`src/rtl/ks_note_seq.sv`:
```
// Step sequencer feeding the Karplus-Strong string: plays a table of periods at a set tempo,
// issuing one fixed-width pluck per note, and exports free-running PRBS noise bits.
module ks_note_seq #(
    parameter int DATA_WIDTH  = 8,
    parameter int MAX_LENGTH  = 64,
    parameter int STEPS       = 8,
    parameter int TEMPO_WIDTH = 16,
    parameter int PLUCK_HOLD  = 4,
    parameter int PRBS_WIDTH  = 2
) (
    input  logic                     clk_i,
    input  logic                     rst_n,
    input  logic                     run_i,
    input  logic [TEMPO_WIDTH-1:0]   tempo_i,
    input  logic [$clog2(STEPS)-1:0] len_i,
    input  logic                     wr_en_i,
    input  logic [$clog2(STEPS)-1:0] wr_addr_i,
    input  logic [DATA_WIDTH-1:0]    wr_period_i,
    output logic                     pluck_o,
    output logic [DATA_WIDTH-1:0]    period_o,
    output logic [PRBS_WIDTH-1:0]    prbs_data_o,
    output logic [$clog2(STEPS)-1:0] step_o,
    output logic                     step_stb_o,
    output logic                     active_o
);

    localparam int STEP_W = $clog2(STEPS);
    localparam int HOLD_W = $clog2(PLUCK_HOLD + 1);
    localparam logic [DATA_WIDTH-1:0]  PERIOD_MAX = DATA_WIDTH'(MAX_LENGTH - 1);
    localparam logic [TEMPO_WIDTH-1:0] TEMPO_MIN  = TEMPO_WIDTH'(PLUCK_HOLD + 2);

    typedef enum logic [1:0] {
        S_IDLE,
        S_HOLD,
        S_WAIT
    } state_t;

    state_t                  state;
    state_t                  state_nxt;
    logic [DATA_WIDTH-1:0]   seq_table [STEPS];
    logic [15:0]             lfsr;
    logic                    lfsr_fb;
    logic [TEMPO_WIDTH-1:0]  tick_cnt;
    logic [HOLD_W-1:0]       hold_cnt;
    logic                    launch;
    logic [STEP_W-1:0]       launch_step;
    logic [DATA_WIDTH-1:0]   launch_entry;
    logic [DATA_WIDTH-1:0]   launch_period;
    logic [TEMPO_WIDTH-1:0]  teff;

    assign lfsr_fb     = lfsr[0] ^ lfsr[2] ^ lfsr[3] ^ lfsr[5];
    assign prbs_data_o = lfsr[PRBS_WIDTH-1:0];

    // Table read happens before this edge's write lands, so a colliding launch sees old data.
    assign launch_entry  = seq_table[launch_step];
    assign launch_period = (launch_entry > PERIOD_MAX) ? PERIOD_MAX : launch_entry;
    assign teff          = (tempo_i < TEMPO_MIN) ? TEMPO_MIN : tempo_i;

    always_comb begin
        state_nxt   = state;
        launch      = 1'b0;
        launch_step = '0;
        case (state)
            S_IDLE: begin
                if (run_i) begin
                    launch    = 1'b1;
                    state_nxt = S_HOLD;
                end
            end
            S_HOLD: begin
                if (!run_i) begin
                    state_nxt = S_IDLE;
                end else if (hold_cnt == '0) begin
                    state_nxt = S_WAIT;
                end
            end
            S_WAIT: begin
                if (!run_i) begin
                    state_nxt = S_IDLE;
                end else if (tick_cnt == '0) begin
                    launch      = 1'b1;
                    state_nxt   = S_HOLD;
                    launch_step = (step_o >= len_i) ? '0 : step_o + STEP_W'(1);
                end
            end
            default: state_nxt = S_IDLE;
        endcase
    end

    always_ff @(posedge clk_i) begin
        if (!rst_n) begin
            state      <= S_IDLE;
            pluck_o    <= 1'b0;
            period_o   <= PERIOD_MAX;
            step_o     <= '0;
            step_stb_o <= 1'b0;
            active_o   <= 1'b0;
            tick_cnt   <= '0;
            hold_cnt   <= '0;
            lfsr       <= 16'hACE1;
            for (int i = 0; i < STEPS; i++) begin
                seq_table[i] <= '0;
            end
        end else begin
            state      <= state_nxt;
            active_o   <= (state_nxt != S_IDLE);
            step_stb_o <= launch;
            lfsr       <= {lfsr_fb, lfsr[15:1]};
            if (wr_en_i) begin
                seq_table[wr_addr_i] <= wr_period_i;
            end
            if (launch) begin
                step_o   <= launch_step;
                tick_cnt <= teff - TEMPO_WIDTH'(1);
                hold_cnt <= HOLD_W'(PLUCK_HOLD - 1);
                // A rest keeps the previous period so the string never sees a spurious change.
                if (launch_entry != '0) begin
                    pluck_o  <= 1'b1;
                    period_o <= launch_period;
                end else begin
                    pluck_o  <= 1'b0;
                end
            end else begin
                if (tick_cnt != '0) begin
                    tick_cnt <= tick_cnt - TEMPO_WIDTH'(1);
                end
                if (hold_cnt != '0) begin
                    hold_cnt <= hold_cnt - HOLD_W'(1);
                end
                if (state_nxt != S_HOLD) begin
                    pluck_o <= 1'b0;
                end
            end
        end
    end

endmodule

```
`config.mk`:
```
export PLATFORM = sky130hd
export DESIGN_NAME = ks_note_seq
export DESIGN_NICKNAME = d
export VERILOG_FILES = /design/src/rtl/ks_note_seq.sv
export SDC_FILE = /design/constraint.sdc
export NUM_CORES = 1
export LEC_CHECK = 0
export ABC_AREA = 0
export CAP_MARGIN = 20
export CORE_ASPECT_RATIO = 0.5
export CORE_MARGIN = 5
export CORE_UTILIZATION = 50
export DETAILED_ROUTE_END_ITERATION = 10
export PLACE_DENSITY = 0.71
export SETUP_SLACK_MARGIN = 0.05
export SYNTH_ARGS = -nofsm -noshare
export SYNTH_HDL_FRONTEND = slang
export SYNTH_SLANG_ARGS = --single-unit
```
`constraint.sdc`:
```
create_clock -name clk_i -period 4.81 [get_ports clk_i]
set_input_delay 0.962 -clock clk_i [delete_from_list [all_inputs] [get_ports clk_i]]
set_output_delay 0.962 -clock clk_i [all_outputs]
set_load 0.02 [all_outputs]
```
==> run summary <==
The flow ran to the end, and the final reports show no timing, DRC or antenna violations. The areal power density over the cells is 400 nW/um^2. The global-route congestion overflow total was 0.

The worst flop-to-flop path endpoint is pluck_o. The number of buffers and inverters on the critical path is 2. Derived from the worst setup path, the maximum achievable clock frequency is 247 MHz. The post-synthesis share of cell area spent on full adders, half adders and majority gates came out at 0.0162. Synthesis produced a netlist whose cell count is 504. Largest stage delay on the critical path: 550 ps. After clock tree synthesis, the setup repair step added 0 buffers.

The fraction of the mapped netlist area in compound gates came out at 0.0923. Max-cap violations in this run came to 0. For the maximum clock skew at final layout, the log shows 15.8 ps. Number of cells on the worst reg-to-reg path: 9. Ratio of cells with drive above 1 in the final layout: 0.103.

After routing the design area is 6660 um^2. Data on the critical path arrives at its endpoint at 4350 ps. STA classifies the critical path endpoint as a flop. The startpoint identified for the worst register-to-register timing path is step_o[0].

The final-report hold violation count came out at 0. The logs give 0.322 for the max-slew headroom at the worst pin and 0.436 for the sequential cell fraction of total power. Count of cells along the worst hold path: 1.

Starting density of the core: 0.521. The post-route total power came out at 2.67 mW. Dividing the detail-routed wire length by the instance count gives 17.9 um. The mux cell area share after synthesis works out to 0.0543. The detail route stage leaves a number of antenna-violating nets equal to 0. The H-tree was split into 4 levels. The critical path is of the primary input to flop type.

The logs give 0.652 mW for the switching component of the power and 0.447 for the clock network power share. The maximum fanout count along the critical path came out at 12. 0 antenna diodes ended up in the layout. The remaining routing DRC violations was 0; the overall fraction of global-route tracks in use was 0.206. At the later pin of the worst-skew pair, clock insertion delay measures 420 ps. The switching power share of the total was 0.245; the part of the cycle the worst path needs was 0.842. For the final critical-path setup slack, the log shows 758 ps.

The post-synthesis simple-gate area fraction was 0.239; the number of enable-type register cells in the synthesized netlist was 64. Final HPWL from detailed placement: 9.17 mm. After layout, the minimum clock period comes to 4050 ps. For this block, the routed nets add up to 12.9 mm of wire.

STA puts the critical path data required time at 5110 ps. The startpoint identified for the worst hold timing path is lfsr[12]. The pre-antenna-repair detailed-routing pass consisted of 5 iterations. CTS saw 115 sinks. Pin count of the biggest net entering global routing: 34.

The worst setup path is launched from a primary input. The hold buffer count at cts is 0. The congestion estimate from routability-driven global placement came to 0.912. For flop-to-flop paths, the worst setup slack is 1240 ps. The total leakage power is 2.50 nW, and the mean area per synthesized cell is 10.7 um^2.

The min-delay analysis places its worst path in the category flop to flop. The tools report the max-slew violation count as 0. TritonCTS built the clock tree.

Once the clock tree was built, the resizer swapped 0 gates to a different size. Setup repair after global routing left no endpoint under its margin. The buffer levels on the longest clock path was 2; the first-pass GRT wire length was 20.7 mm. Setup total negative slack on the finished layout was measured at 0 ps. The number of global-route vias before repair is 3958.

By area, the combinational part of the netlist is dominated by simple AND/OR/NAND/NOR gates. The die covers 13100 um^2. The slew of the pin with the lowest slew margin was 1010 ps. The fraction of synthesis flops using an asynchronous set or reset pin was 0. Synthesis inferred 115 register bits. The tools report the hold path endpoint as lfsr[11]. IR analysis of the VDD net gives a maximum drop of 0.000197 V. The final route contains 4048 vias.

In the synthesized netlist the dominant register cell turns out to be edfxtp_1. The master cell of the clock root buffer was clkbuf_16. Pin placement for this block handled 50 I/O pins. The largest delay contributor family on the critical path was compound AO/OA/AOI/OAI gates. The sequential share of the synthesized area is 0.544, and the fill cell total of the finished layout is 830. The count of buffers from port buffering works out to 49. The logs give 6080 um^2 for the instance area at placement and 26 for the number of standard-cell rows in the floorplan.

Die height: 83.6 um. The cell at the slowest stage of the critical path is or4_4. In this run the standard cell core region covers 10400 um^2. The signal on the critical path passes through clkdlybuf4s50_1 -> inv_1 -> ha_1 -> a21oi_1 -> o21a_1 -> nand3_2 -> o211ai_1 -> nand4_1 -> and2_1 -> or4_4 -> o31a_1 -> a32o_1.

The width of the chip is 157 um, and the net count of the mapped netlist is 545. After synthesis the cells add up to 5410 um^2. The number of nets at the end of the flow was 609.

From synthesis to final layout, the design area changed by 23.1%. Using the TritonRoute via totals, the vias-per-cell ratio works out to 5.61. The count of different cell masters after synthesis was 57; the clock-pin slew reported for the worst setup and hold paths after clock tree synthesis was 50 ps. Buffers inserted during clock tree synthesis total 17.

The yosys synthesis warning count was 0. The post-synthesis share of cell area spent on xor and xnor gates was 0.0308; the internal power summed over all cells was 2.01 mW. The number of setup violations in the final report is 0. The logs give 1 for the initial antenna violation count and 282 for the number of DRC markers after the initial detailed-route iteration. The power share of the combinational group was 0.117; the worst setup timing slack at the placement stage was 353 ps.
==> routing by layer <==
| metal | GRT usage | vias up | share of wire |
|---|---|---|---|
| met4 | 0.0874 | 0 | 0.023 |
| met5 | 0 | - | 0 |
| met1 | 0.284 | 1929 | 0.45 |
| met3 | 0.0539 | 26 | 0.078 |
| li1 | - | 1942 | - |
| met2 | 0.308 | 151 | 0.45 |
==> Yosys cell counts (all sizes together), types with 11 or more instances <==
library cell | number | area share
and2 | 74 | 0.086
a21oi | 21 | 0.019
nand2 | 30 | 0.021
buf | 11 | 0.012
dfxtp | 51 | 0.19
nand2b | 14 | 0.016
mux2i | 26 | 0.048
nor4 | 12 | 0.026
nor2 | 56 | 0.039
edfxtp | 64 | 0.36
xnor2 | 14 | 0.023
o21ai | 18 | 0.017
nand3 | 12 | 0.013
==> power by group through the flow <==
| stage | combinational [mW] | clock [mW] | sequential (mW) |
|---|---|---|---|
| floorplan | 0.213 | 0 | 1.17 |
| CTS | 0.313 | 1.21 | 1.16 |
| detailed placement | 0.310 | 0 | 1.18 |
| global placement | 0.304 | 0 | 1.18 |
| finish | 0.313 | 1.19 | 1.16 |
| global route | 0.348 | 1.25 | 1.17 |
==> cell type report <==
type	instances	area (um^2)	area share
clock inverter	7	46.3	0.00695
inverter	10	37.5	0.00563
clock buffer	25	528	0.0792
sequential	115	2940	0.442
timing repair buffer	63	591	0.0886
tap	140	175	0.0263
multi-input combinational	361	2340	0.352
==> worst reg2reg max path: cells and delay by family (launching register included) <==
kind	cells	cell delay, ps
simple gates	1	530
compound gates	6	1730
xor+xnor	1	610
flops	1	360
fa+ha+maj	1	230
==> cells in the final DEF (no fill, tap or decap), drive strengths merged, types with 3 or more instances in the layout <==
master and count:
a211oi 3, a21o 3, a21oi 21, and2 74, and3 5, buf 13
clkbuf 26, clkdlybuf4s50 49, clkinv 4, clkinvlp 3, dfxtp 51, edfxtp 64
ha 7, inv 10, mux2 3, mux2i 26, nand2 30, nand2b 14
nand3 12, nand4 7, nor2 56, nor3 9, nor4 12, o211ai 4
o21a 5, o21ai 18, o221ai 4, o31ai 6, xnor2 14, xor2 5
==> kinds of logic after synthesis <==
family,after synthesis
AOI/OAI and AO/OA,77
xor gates and xnor gates,19
adders and majority gates,7
buffers and inverters,28
DFF,115
muxes,29
and+or+nand+nor,229
==> registers in the layout (all words and copies together), names as in the netlist <==
signal and cells:
hold_cnt 3, pluck_o 1, seq_table 64, step_stb_o 1, period_o 8, step_o 3
tick_cnt 16, active_o 1, state 2, lfsr 16
==> worst max path at each step <==
stage / from / endpoint / slack, ps / depth (start not counted)
floorplan: len_i[2] / pluck_o / 1070 / 13
global placement: len_i[2] / pluck_o / 400 / 12
detailed placement: len_i[2] / pluck_o / 350 / 12
CTS: len_i[2] / pluck_o / 790 / 12
global route: len_i[2] / pluck_o / 580 / 12
finish: len_i[2] / pluck_o / 760 / 12
==> metrics by stage <==
stage / utilization / cells / hold slack, ps
after floorplan: - / 504 / 386
after global placement: 0.584 / 685 / 389
after detailed placement: 0.586 / 688 / 392
after CTS: 0.641 / 720 / 399
after global routing: 0.642 / 721 / 421
final: 0.642 / 721 / 400
(Power assumes the default switching activity.)
